`src/rtl/proc_loader_pkg.sv`:
```
// Shared types and field sizes for the boot-time program loader.
package proc_loader_pkg;

    typedef enum logic [2:0] {
        HDR_ADDR,
        HDR_CNT,
        DATA,
        WRITE,
        CHECK,
        RUN,
        ERR
    } state_t;

    localparam int HDR_ADDR_BYTES = 4;
    localparam int HDR_CNT_BYTES  = 2;
    localparam int WORD_BYTES     = 4;

endpackage

```
`src/rtl/proc_loader_if.sv`:
```
// Byte-stream input and external dmem write port of the loader.
interface proc_loader_if;
    logic        in_val;
    logic        in_rdy;
    logic [7:0]  in_data;
    logic        ext_dmemreq_val;
    logic        ext_dmemreq_type;
    logic [31:0] ext_dmemreq_addr;
    logic [31:0] ext_dmemreq_wdata;

    modport slave (
        input  in_val, in_data,
        output in_rdy,
        output ext_dmemreq_val, ext_dmemreq_type, ext_dmemreq_addr, ext_dmemreq_wdata
    );

    modport master (
        output in_val, in_data,
        input  in_rdy,
        input  ext_dmemreq_val, ext_dmemreq_type, ext_dmemreq_addr, ext_dmemreq_wdata
    );
endinterface

```
`src/rtl/proc_loader_asm.sv`:
```
// Little-endian byte assembler: each shift drops the byte into the lane
// selected by the byte index, so short fields land in the low bytes.
module proc_loader_asm
    import proc_loader_pkg::*;
(
    input  logic        clk,
    input  logic        rst,
    input  logic        shift,
    input  logic        clear,
    input  logic [7:0]  din,
    output logic [31:0] word,
    output logic [1:0]  idx,
    output logic        last
);

    always_ff @(posedge clk or negedge rst) begin
        if (!rst) begin
            word <= '0;
            idx  <= '0;
        end else if (clear) begin
            word <= '0;
            idx  <= '0;
        end else if (shift) begin
            word[{idx, 3'b000} +: 8] <= din;
            idx                      <= idx + 2'd1;
        end
    end

    assign last = (idx == 2'(WORD_BYTES - 1));

endmodule

```
`src/rtl/proc_loader.sv`:
```
// Frame parser and dmem writer; releases the processor once the frame
// checksum matches.
module proc_loader
    import proc_loader_pkg::*;
#(
    parameter int CNT_W = 16
) (
    input  logic          clk,
    input  logic          rst,
    input  logic          restart,
    proc_loader_if.slave  bus,
    output logic          proc_go,
    output logic          done,
    output logic          err
);

    state_t             state, state_nxt;
    logic [31:0]        base;
    logic [CNT_W-1:0]   n, i, i_inc, cnt_in;
    logic [7:0]         csum;
    logic [31:0]        asm_word, addr_calc;
    logic [1:0]         asm_idx;
    logic               asm_last, asm_shift, asm_clear;
    logic               xfer, rdy_state, cnt_last, wr;
    logic [15:0]        cnt_raw;

    assign rdy_state = (state == HDR_ADDR) || (state == HDR_CNT) ||
                       (state == DATA)     || (state == CHECK);
    // Gated by rst so the stream is held off while reset is asserted.
    assign bus.in_rdy = rst & rdy_state;
    assign xfer       = bus.in_val & bus.in_rdy;

    assign cnt_last = (asm_idx == 2'(HDR_CNT_BYTES - 1));
    assign cnt_raw  = {bus.in_data, asm_word[7:0]};
    assign cnt_in   = CNT_W'(cnt_raw);
    assign i_inc    = i + CNT_W'(1);

    // Count field only fills two lanes; wipe the index before data starts.
    assign asm_shift = xfer & (state != CHECK);
    assign asm_clear = restart | (xfer & (state == HDR_CNT) & cnt_last);

    proc_loader_asm u_asm (
        .clk   (clk),
        .rst   (rst),
        .shift (asm_shift),
        .clear (asm_clear),
        .din   (bus.in_data),
        .word  (asm_word),
        .idx   (asm_idx),
        .last  (asm_last)
    );

    always_ff @(posedge clk or negedge rst) begin
        if (!rst) state <= HDR_ADDR;
        else      state <= state_nxt;
    end

    always_comb begin
        state_nxt = state;
        if (restart) begin
            state_nxt = HDR_ADDR;
        end else begin
            case (state)
                HDR_ADDR: if (xfer && asm_last)
                              state_nxt = (asm_word[1:0] != 2'b00) ? ERR : HDR_CNT;
                HDR_CNT:  if (xfer && cnt_last)
                              state_nxt = (cnt_in == '0) ? CHECK : DATA;
                DATA:     if (xfer && asm_last)
                              state_nxt = WRITE;
                WRITE:    state_nxt = (i_inc == n) ? CHECK : DATA;
                CHECK:    if (xfer)
                              state_nxt = (bus.in_data == csum) ? RUN : ERR;
                RUN:      state_nxt = RUN;
                ERR:      state_nxt = ERR;
                default:  state_nxt = HDR_ADDR;
            endcase
        end
    end

    always_ff @(posedge clk or negedge rst) begin
        if (!rst) begin
            base <= '0;
            n    <= '0;
            i    <= '0;
            csum <= '0;
        end else if (restart) begin
            i    <= '0;
            csum <= '0;
        end else begin
            if (xfer && state != CHECK)
                csum <= csum + bus.in_data;
            if (xfer && state == HDR_ADDR && asm_last)
                base <= {bus.in_data, asm_word[23:0]};
            if (xfer && state == HDR_CNT && cnt_last)
                n <= cnt_in;
            if (state == WRITE)
                i <= i_inc;
        end
    end

    assign addr_calc = base + (32'(i) << 2);
    assign wr        = (state == WRITE);

    assign bus.ext_dmemreq_val   = wr;
    assign bus.ext_dmemreq_type  = wr;
    assign bus.ext_dmemreq_addr  = wr ? addr_calc : 32'd0;
    assign bus.ext_dmemreq_wdata = wr ? asm_word  : 32'd0;

    assign proc_go = (state == RUN);
    assign done    = (state == RUN);
    assign err     = (state == ERR);

endmodule

```
`src/flat_wrapper.sv`:
```
// flat-port wrapper written by rule: the top's interface ports become plain ports
module proc_loader_flat import proc_loader_pkg::*;
#(
    parameter int CNT_W = 16
)
  (clk, rst, restart, proc_go, done, err, bus_in_val, bus_in_data, bus_in_rdy, bus_ext_dmemreq_val, bus_ext_dmemreq_type, bus_ext_dmemreq_addr, bus_ext_dmemreq_wdata);
  proc_loader_if bus_i ();
  input  logic clk;
  input  logic rst;
  input  logic restart;
  output logic proc_go;
  output logic done;
  output logic err;
  input wire logic [$bits(bus_i.in_val)-1:0] bus_in_val;
  input wire logic [$bits(bus_i.in_data)-1:0] bus_in_data;
  output wire logic [$bits(bus_i.in_rdy)-1:0] bus_in_rdy;
  output wire logic [$bits(bus_i.ext_dmemreq_val)-1:0] bus_ext_dmemreq_val;
  output wire logic [$bits(bus_i.ext_dmemreq_type)-1:0] bus_ext_dmemreq_type;
  output wire logic [$bits(bus_i.ext_dmemreq_addr)-1:0] bus_ext_dmemreq_addr;
  output wire logic [$bits(bus_i.ext_dmemreq_wdata)-1:0] bus_ext_dmemreq_wdata;
  assign bus_i.in_val = bus_in_val;
  assign bus_i.in_data = bus_in_data;
  assign bus_in_rdy = bus_i.in_rdy;
  assign bus_ext_dmemreq_val = bus_i.ext_dmemreq_val;
  assign bus_ext_dmemreq_type = bus_i.ext_dmemreq_type;
  assign bus_ext_dmemreq_addr = bus_i.ext_dmemreq_addr;
  assign bus_ext_dmemreq_wdata = bus_i.ext_dmemreq_wdata;
  proc_loader #(.CNT_W(CNT_W)) u_core (.clk(clk), .rst(rst), .restart(restart), .bus(bus_i), .proc_go(proc_go), .done(done), .err(err));
endmodule
```
`config.mk`:
```
export PLATFORM = sky130hd
export DESIGN_NAME = proc_loader_flat
export DESIGN_NICKNAME = d
export VERILOG_FILES = /design/src/rtl/proc_loader_pkg.sv /design/src/rtl/proc_loader_if.sv /design/src/rtl/proc_loader_asm.sv /design/src/rtl/proc_loader.sv /design/src/flat_wrapper.sv
export SDC_FILE = /design/constraint.sdc
export NUM_CORES = 1
export LEC_CHECK = 0
export BUFFER_PORTS_ARGS = -buffer_cell sky130_fd_sc_hd__buf_4
export CAP_MARGIN = 20
export CORE_ASPECT_RATIO = 1.5
export CORE_MARGIN = 3
export CORE_UTILIZATION = 50
export DETAILED_ROUTE_END_ITERATION = 7
export GPL_TIMING_DRIVEN = 1
export MAX_ROUTING_LAYER = met4
export PLACE_DENSITY = 0.73
export SKIP_CTS_REPAIR_TIMING = 1
export SLEW_MARGIN = 20
export SYNTH_ARGS = -nofsm -noshare
export SYNTH_HDL_FRONTEND = slang
export SYNTH_SLANG_ARGS = --single-unit
```
`constraint.sdc`:
```
create_clock -name clk -period 2.7 [get_ports clk]
set_clock_uncertainty 0.1 [all_clocks]
set_input_delay 0.27 -clock clk [delete_from_list [all_inputs] [get_ports clk]]
set_output_delay 0.27 -clock clk [all_outputs]
set_load 0.03 [all_outputs]
```
==> impl_metrics.csv, run 1 <==
group,metric,value,unit
yosys,synth_cells,715,
setup_path,crit_type,"flop to output port",
grt,antenna_found_initial,0,
clock_network,cts_made_buffers,9,
layout,final_cells,999,
timing,final_max_slew_viol_count,0,
clock_network,clk_pin_slew,0.08,ns
grt,grt_max_degree,110,
clock_network,root_buffer,"clkbuf_16",
layout,num-nets-final,879,
setup_path,reg2reg_from,"u_core.state[2]",
layout,final_common_cell,"buf_4",
clock_network,cts_sinks,109,
placed_design,place_congestion,0.934,
setup_path,r2r_slack,0.13,ns
grt,grt_pass1_vias,5930,
setup_path,path_delay_family,"compound AO/OA/AOI/OAI gates",
floorplanning,io_pins,82,
yosys,ys.flop_type,"dfrtp_1",
job,maxCapViolCount,0,
grt,grt_remaining_overflow,0,
yosys,avgSynthCellArea,9.50,sq um
pwr,p_per_area,381,mW/mm^2
yosys,ys_seq_area_share,40.1,%
pwr,p_leak,4.26,nW
timing,finalCritPeriodShare,116,%
grt,track_usage,25.7,%
timing,fin_crit,3.14,ns
layout,layout-drive-gt1-share,33.0,%
timing,hold_slack,0.156,ns
drt,drt_wl_total,19000,um
setup_path,cp-start-kind,"flop",
placed_design,portBuffers,81,
layout,n_fill_cell,1065,
hold_path,min_path_cells,3,
layout,syn_to_final_growth,27.8,%
drt,routedWlPerCell,19.0,um
setup_path,crit_arrival,2.77,ns
floorplanning,core,0.0131,sq mm
hold_path,min_to,"u_core.u_asm.word[16]",
setup_path,required,2.33,ns
drt,drtPass1Iterations,5,
hold_path,hp-start,"bus_in_data[0]",
placed_design,hpwl,13500,um
setup_path,critPathCaptureType,"output port",
layout,layout_common_cells,"buf_4 (131), dfrtp_1 (105), nand2_1 (60), nor2_1 (57), mux2_2 (48)",
setup_path,crit_buf_inv,1,
timing,final_hold_viol_count,0,
pwr,irDropWorstVdd,0.290,mV
yosys,synth_cell_types,67,
clock_network,cts.htree.levels,3,
grt,grt_pass1_wl,29600,um
layout,antenna_cells,0,
drt,vias_per_cell,6.01,
yosys,syn_nets,759,
clock_network,cts_tree,"done",
setup_path,cp_cell_sequence,"ha_4 > fa_2 > a21o_1 > a21oi_2 > o21a_1 > o31a_1 > a21o_4 > or4_4 > a21oi_4 > buf_6",
setup_path,cp_slowest_cell,"or4_4",
placed_design,dp_cells,967,
drt,initialDrtViolationCount,307,
drt,dr_total_vias,6006,
floorplanning,start_util,51.7,%
yosys,synthArstFlopShare,100,%
hold_path,hold_path.class,"input pin to flop",
timing,setup_violations,20,
timing,relSlewSlack,35.7,%
setup_path,ff2ff_path_depth,6,
yosys,yosys_warnings,0,
setup_path,critPathMaxStageDelay,0.44,ns
floorplanning,die_y,149,um
timing,fmax,0.319,GHz
yosys,synth_edf_count,0,
clock_network,clockBufferDepth,2,
floorplanning,die_w,101,um
floorplanning,die-area,0.0151,sq mm
drt,ant_nets,0,
floorplanning,rows,51,
yosys,syn_area,0.00679,sq mm
timing,setup_slack,-0.438,ns
setup_path,r2r_end,"u_core.u_asm.word[9]",
run_status,failed_checks,"negative setup slack",
setup_path,cp_max_fo,9,
yosys,synth-seq-cells,109,
drt,drc_errors,0,
clock_network,clkLatencyLatePin,0.35,ns
timing,worst-slew-pin-transition,0.958,ns
run_status,status,"finished with violations",
timing,rsz0062_at_grt,"true",
## state kept, by name, indices dropped and copies added, names as in the netlist
name               count
u_core.u_asm.word     32
u_core.base           32
u_core.u_asm.idx       2
u_core.state           3
u_core.csum            8
u_core.i              16
u_core.n              16
## synth_stat cells (4+ instances only)
cell type    n  share of area [%]
dfrtp_1    109                 40
nand2_1     63                3.5
nor2_1      58                3.2
a21oi_1     48                3.5
mux2_2      48                8.0
and3_1      43                4.0
ha_1        30                5.5
xnor2_1     27                3.5
a22o_1      26                3.4
clkbuf_1    25                1.4
nand3_1     23                1.7
xor2_1      21                2.7
a21o_1      19                2.1
o21ai_0     19                1.4
nor3_1      14                1.0
inv_1       12               0.66
a31oi_1      9               0.83
or3_1        8               0.74
a211oi_1     7               0.77
and2_1       7               0.64
buf_2        7               0.52
nor4_1       7               0.64
or4_1        6               0.66
nor2b_1      5               0.46
o21bai_1     5               0.55
a31o_2       4               0.52
nand4_1      4               0.37
o22ai_1      4               0.37
## metal layers
| layer | routed length [um] | GRT usage [%] |
|---|---|---|
| met2 | 9880 | 42.8 |
| met3 | 865 | 2.71 |
| met1 | 7470 | 30.8 |
| met5 | 0 | - |
| met4 | 801 | 12.6 |
## worst register-to-register path, delay by kind of cell, from the launching register on
family / cells / cell delay (ns)
and+or+nand+nor: 2 / 0.40
buffers and inverters: 1 / 0.18
AOI/OAI and AO/OA: 3 / 1.37
DFF: 1 / 0.40
## power breakdown
group          switching, mW  leakage, nW  internal (mW)
sequential            0.0504         1.51           1.67
clock                  0.637        0.137          0.640
combinational          0.192         2.61          0.121
## cell families after synthesis
group | count (synthesis) | share of synthesized area, %
AND/OR/NAND/NOR | 262 | 19.8
AO/OA/AOI/OAI | 162 | 16.1
flip-flops | 109 | 40.1
buffers and inverters | 51 | 3.19
multiplexers | 50 | 8.25
XOR/XNOR | 49 | 6.43
adder cells (fa/ha/maj) | 32 | 6.11
## how the worst max path moves through the flow
stage,endpoint,slack [ns],startpoint,cells past startpoint
2_1_floorplan,bus_ext_dmemreq_addr[30],-0.003,u_core.i[0],9
3_3_place_gp,bus_ext_dmemreq_addr[18],-0.10,u_core.i[0],11
3_5_place_dp,bus_ext_dmemreq_addr[18],-0.12,u_core.i[0],11
4_1_cts,bus_ext_dmemreq_addr[18],-0.51,u_core.i[0],11
5_1_grt,bus_ext_dmemreq_addr[30],-0.54,u_core.base[2],10
6_report,bus_ext_dmemreq_addr[30],-0.44,u_core.i[0],10
## cell type report
class                           count  area [sq um]  share of cell area, %
Clock buffer                        9           225                   2.59
Sequential cell                   109          2730                   31.5
Multi-Input combinational cell    555          4250                   48.9
Tap cell                          159           199                   2.29
Timing Repair Buffer              147          1170                   13.5
Clock inverter                      7          56.3                  0.648
Inverter                           13          51.3                  0.591
## metrics by stage
| stage | TNS, ns | power, mW | util (%) | area [sq um] | setup WS [ns] |
|---|---|---|---|---|---|
| floorplan | -0.00331 | 1.92 | - | 6840 | -0.00257 |
| global placement | -0.151 | 2.05 | 59.9 | 7870 | -0.104 |
| detailed placement | -0.281 | 2.06 | 59.9 | 7870 | -0.124 |
| CTS | -7.48 | 3.33 | 62.0 | 8150 | -0.512 |
| global route | -7.11 | 3.44 | 66.1 | 8680 | -0.541 |
| finish | -4.84 | 3.31 | 66.1 | 8680 | -0.438 |
Note: power is estimated with default switching activity, not from simulation.
==> run 2: changes to the inputs <==
- RECOVER_POWER: unset -> 25
- SYNTH_HIERARCHICAL: unset -> 1
==> impl_metrics.csv, run 2 <==
group,metric,value,unit
setup_path,crit_arrival,3.11,ns
drt,ant_nets,0,
timing,rsz0062_at_grt,"true",
floorplanning,start_util,52.0,%
setup_path,cp_max_fo,6,
grt,grt_max_degree,67,
yosys,synthAdderAreaFrac,6.05,%
timing,fin_crit,3.48,ns
layout,syn_to_final_growth,25.4,%
yosys,synth_most_common_cell,"dfrtp_1",
placed_design,dp_cells,941,
layout,n_fill_cell,1054,
grt,grt_pass1_wl,29300,um
yosys,yosys_warnings,6,
drt,initialDrtViolationCount,348,
timing,final_hold_viol_count,0,
yosys,yosys.area_share.simple,18.8,%
placed_design,hpwl,13400,um
pwr,p_per_area,377,mW/mm^2
clock_network,cts_made_buffers,9,
yosys,synth_cell_types,72,
layout,num-nets-final,845,
grt,grt_remaining_overflow,0,
clock_network,clk_pin_slew,0.08,ns
pwr,irDropWorstVdd,0.485,mV
hold_path,hold_path.class,"input pin to flop",
floorplanning,core,0.0132,sq mm
yosys,synth_cells,681,
yosys,synth_compound_area_share,16.1,%
grt,antenna_found_initial,0,
setup_path,required,2.33,ns
clock_network,root_buffer,"clkbuf_16",
timing,fmax,0.287,GHz
run_status,failed_checks,"max-capacitance violations, max-slew violations, negative setup slack",
drt,drt_wl_total,18200,um
yosys,syn_nets,725,
yosys,synth_top_cells_by_area,"dfrtp_1 (40%), mux2_2 (8.0%), ha_1 (5.5%)",
drt,drc_errors,0,
run_status,status,"finished with violations",
setup_path,cp-start-kind,"flop",
drt,vias_per_cell,6.05,
layout,layout_common_cells,"buf_4 (121), dfrtp_1 (109), nor2_1 (57), mux2_2 (49), and2_1 (44)",
placed_design,dpl_worst_slack,-0.418,ns
drt,routedWlPerCell,18.8,um
floorplanning,die-area,0.0152,sq mm
floorplanning,die_y,150,um
layout,largestRegisters,"u_core/base: 32 flops, u_core/u_asm/word: 32 flops",
yosys,ys.flop_type,"dfrtp_1",
yosys,synthArstFlopShare,100,%
yosys,synth-seq-cells,109,
layout,fin_util,65.2,%
grt,track_usage,25.1,%
layout,final_cells,965,
pwr,finalPower,3.25,mW
setup_path,crit_type,"flop to output port",
placed_design,portBuffers,81,
yosys,synthXorXnorAreaFrac,6.23,%
yosys,synth_top_cell_area_share,39.7,%
layout,layout-drive-gt1-share,34.5,%
job,maxCapViolCount,1,
timing,relSlewSlack,-9.50,%
clock_network,clkLatencyLatePin,0.35,ns
timing,setup_violations,24,
pwr,p_leak,4.05,nW
yosys,synth_edf_count,0,
clock_network,clockBufferDepth,2,
clock_network,cts.htree.levels,3,
yosys,yosys-top-cells-count,"dfrtp_1 (109), nor2_1 (62), mux2_2 (49), and2_1 (44), a21oi_1 (33)",
floorplanning,die_w,102,um
layout,antenna_cells,0,
drt,dr_total_vias,5836,
layout,multi_input_area,0.00416,sq mm
floorplanning,io_pins,82,
layout,final-seq-area,0.00273,sq mm
yosys,syn_area,0.00687,sq mm
setup_path,critPathCaptureType,"output port",
yosys,synthMuxAreaShare,9.64,%
placed_design,place_congestion,0.911,
timing,worst-slew-pin-transition,1.64,ns
drt,drtPass1Iterations,5,
grt,grt_pass1_vias,5883,
timing,final_max_slew_viol_count,67,
clock_network,cts_tree,"done",
yosys,yosys.area.top_type,"dfrtp_1",
timing,finalCritPeriodShare,129,%
clock_network,cts_sinks,109,
yosys,avgSynthCellArea,10.1,sq um
yosys,ys_seq_area_share,39.7,%
yosys,synth_top_family_by_area,"simple AND/OR/NAND/NOR gates",
layout,final_common_cell,"buf_4",
floorplanning,rows,51,
timing,setup_slack,-0.784,ns
## run 2: power by group
part / internal, mW / leakage, nW / total, mW / switching [mW]
registers: 1.65 / 1.52 / 1.68 / 0.0277
logic: 0.0938 / 2.39 / 0.262 / 0.168
clock network: 0.653 / 0.145 / 1.30 / 0.651
total: 2.40 / 4.05 / 3.25 / 0.847
## run 2: final timing paths
path                                             from                  endpoint  slack, ns  cells past startpoint
max in group asynchronous                         rst     u_core/u_asm/word[16]       0.46                      3
worst max register to register            u_core/i[1]           u_core/state[1]       0.18                     10
min in group asynchronous                         rst     u_core/u_asm/word[27]       0.51                      2
worst max-delay path                   u_core/base[2]  bus_ext_dmemreq_addr[20]      -0.78                     11
worst min-delay path                   bus_in_data[5]     u_core/u_asm/word[21]       0.18                      2
worst min register to register  u_core/u_asm/word[24]     u_core/u_asm/word[24]       0.39                      1
## run 2: worst max-delay path: stages (launching register included)
cell and delay (ns):
dfrtp_1 0.39, ha_2 0.21, fa_2 0.39, a211oi_2 0.24, o21ai_1 0.09, nor3b_4 0.17, a221o_1 0.42, a211oi_2 0.28
buf_4 0.21, or3_2 0.15, a21oi_4 0.05, buf_6 0.16
## run 2: logic make-up (layout without fill, tap and decap cells)
| logic type | count (synthesis) | in the layout |
|---|---|---|
| AOI/OAI and AO/OA | 147 | 147 |
| xor gates and xnor gates | 48 | 48 |
| adders and majority gates | 32 | 32 |
| buffers and inverters | 50 | 175 |
| DFF | 109 | 109 |
| muxes | 60 | 60 |
| and+or+nand+nor | 235 | 235 |
## run 2: metrics by stage
stage	hold WS [ns]	setup TNS [ns]	cell area, sq um
final	0.177	-12.66	8610
after global placement	0.370	-3.84	8040
after CTS	0.0801	-14.48	8330
after floorplan	-0.126	-1.98	6970
after global routing	0.162	-15.54	8610
after detailed placement	0.375	-5.29	8040
## run 2: final cells by class
cell class	instances	area share (%)
multi-input combinational	522	48.3
sequential	109	31.7
timing repair buffer	146	13.8
clock buffer	9	2.61
tap	159	2.31
clock inverter	7	0.770
inverter	13	0.567
## run 2: routing by layer
| metal | routed length (um) | up-vias | track usage [%] |
|---|---|---|---|
| met5 | 0 | - | - |
| met4 | 470 | 0 | 7.85 |
| met3 | 709 | 37 | 2.71 |
| met2 | 9590 | 169 | 43.1 |
| met1 | 7420 | 2880 | 30.9 |
| li1 | - | 2750 | - |
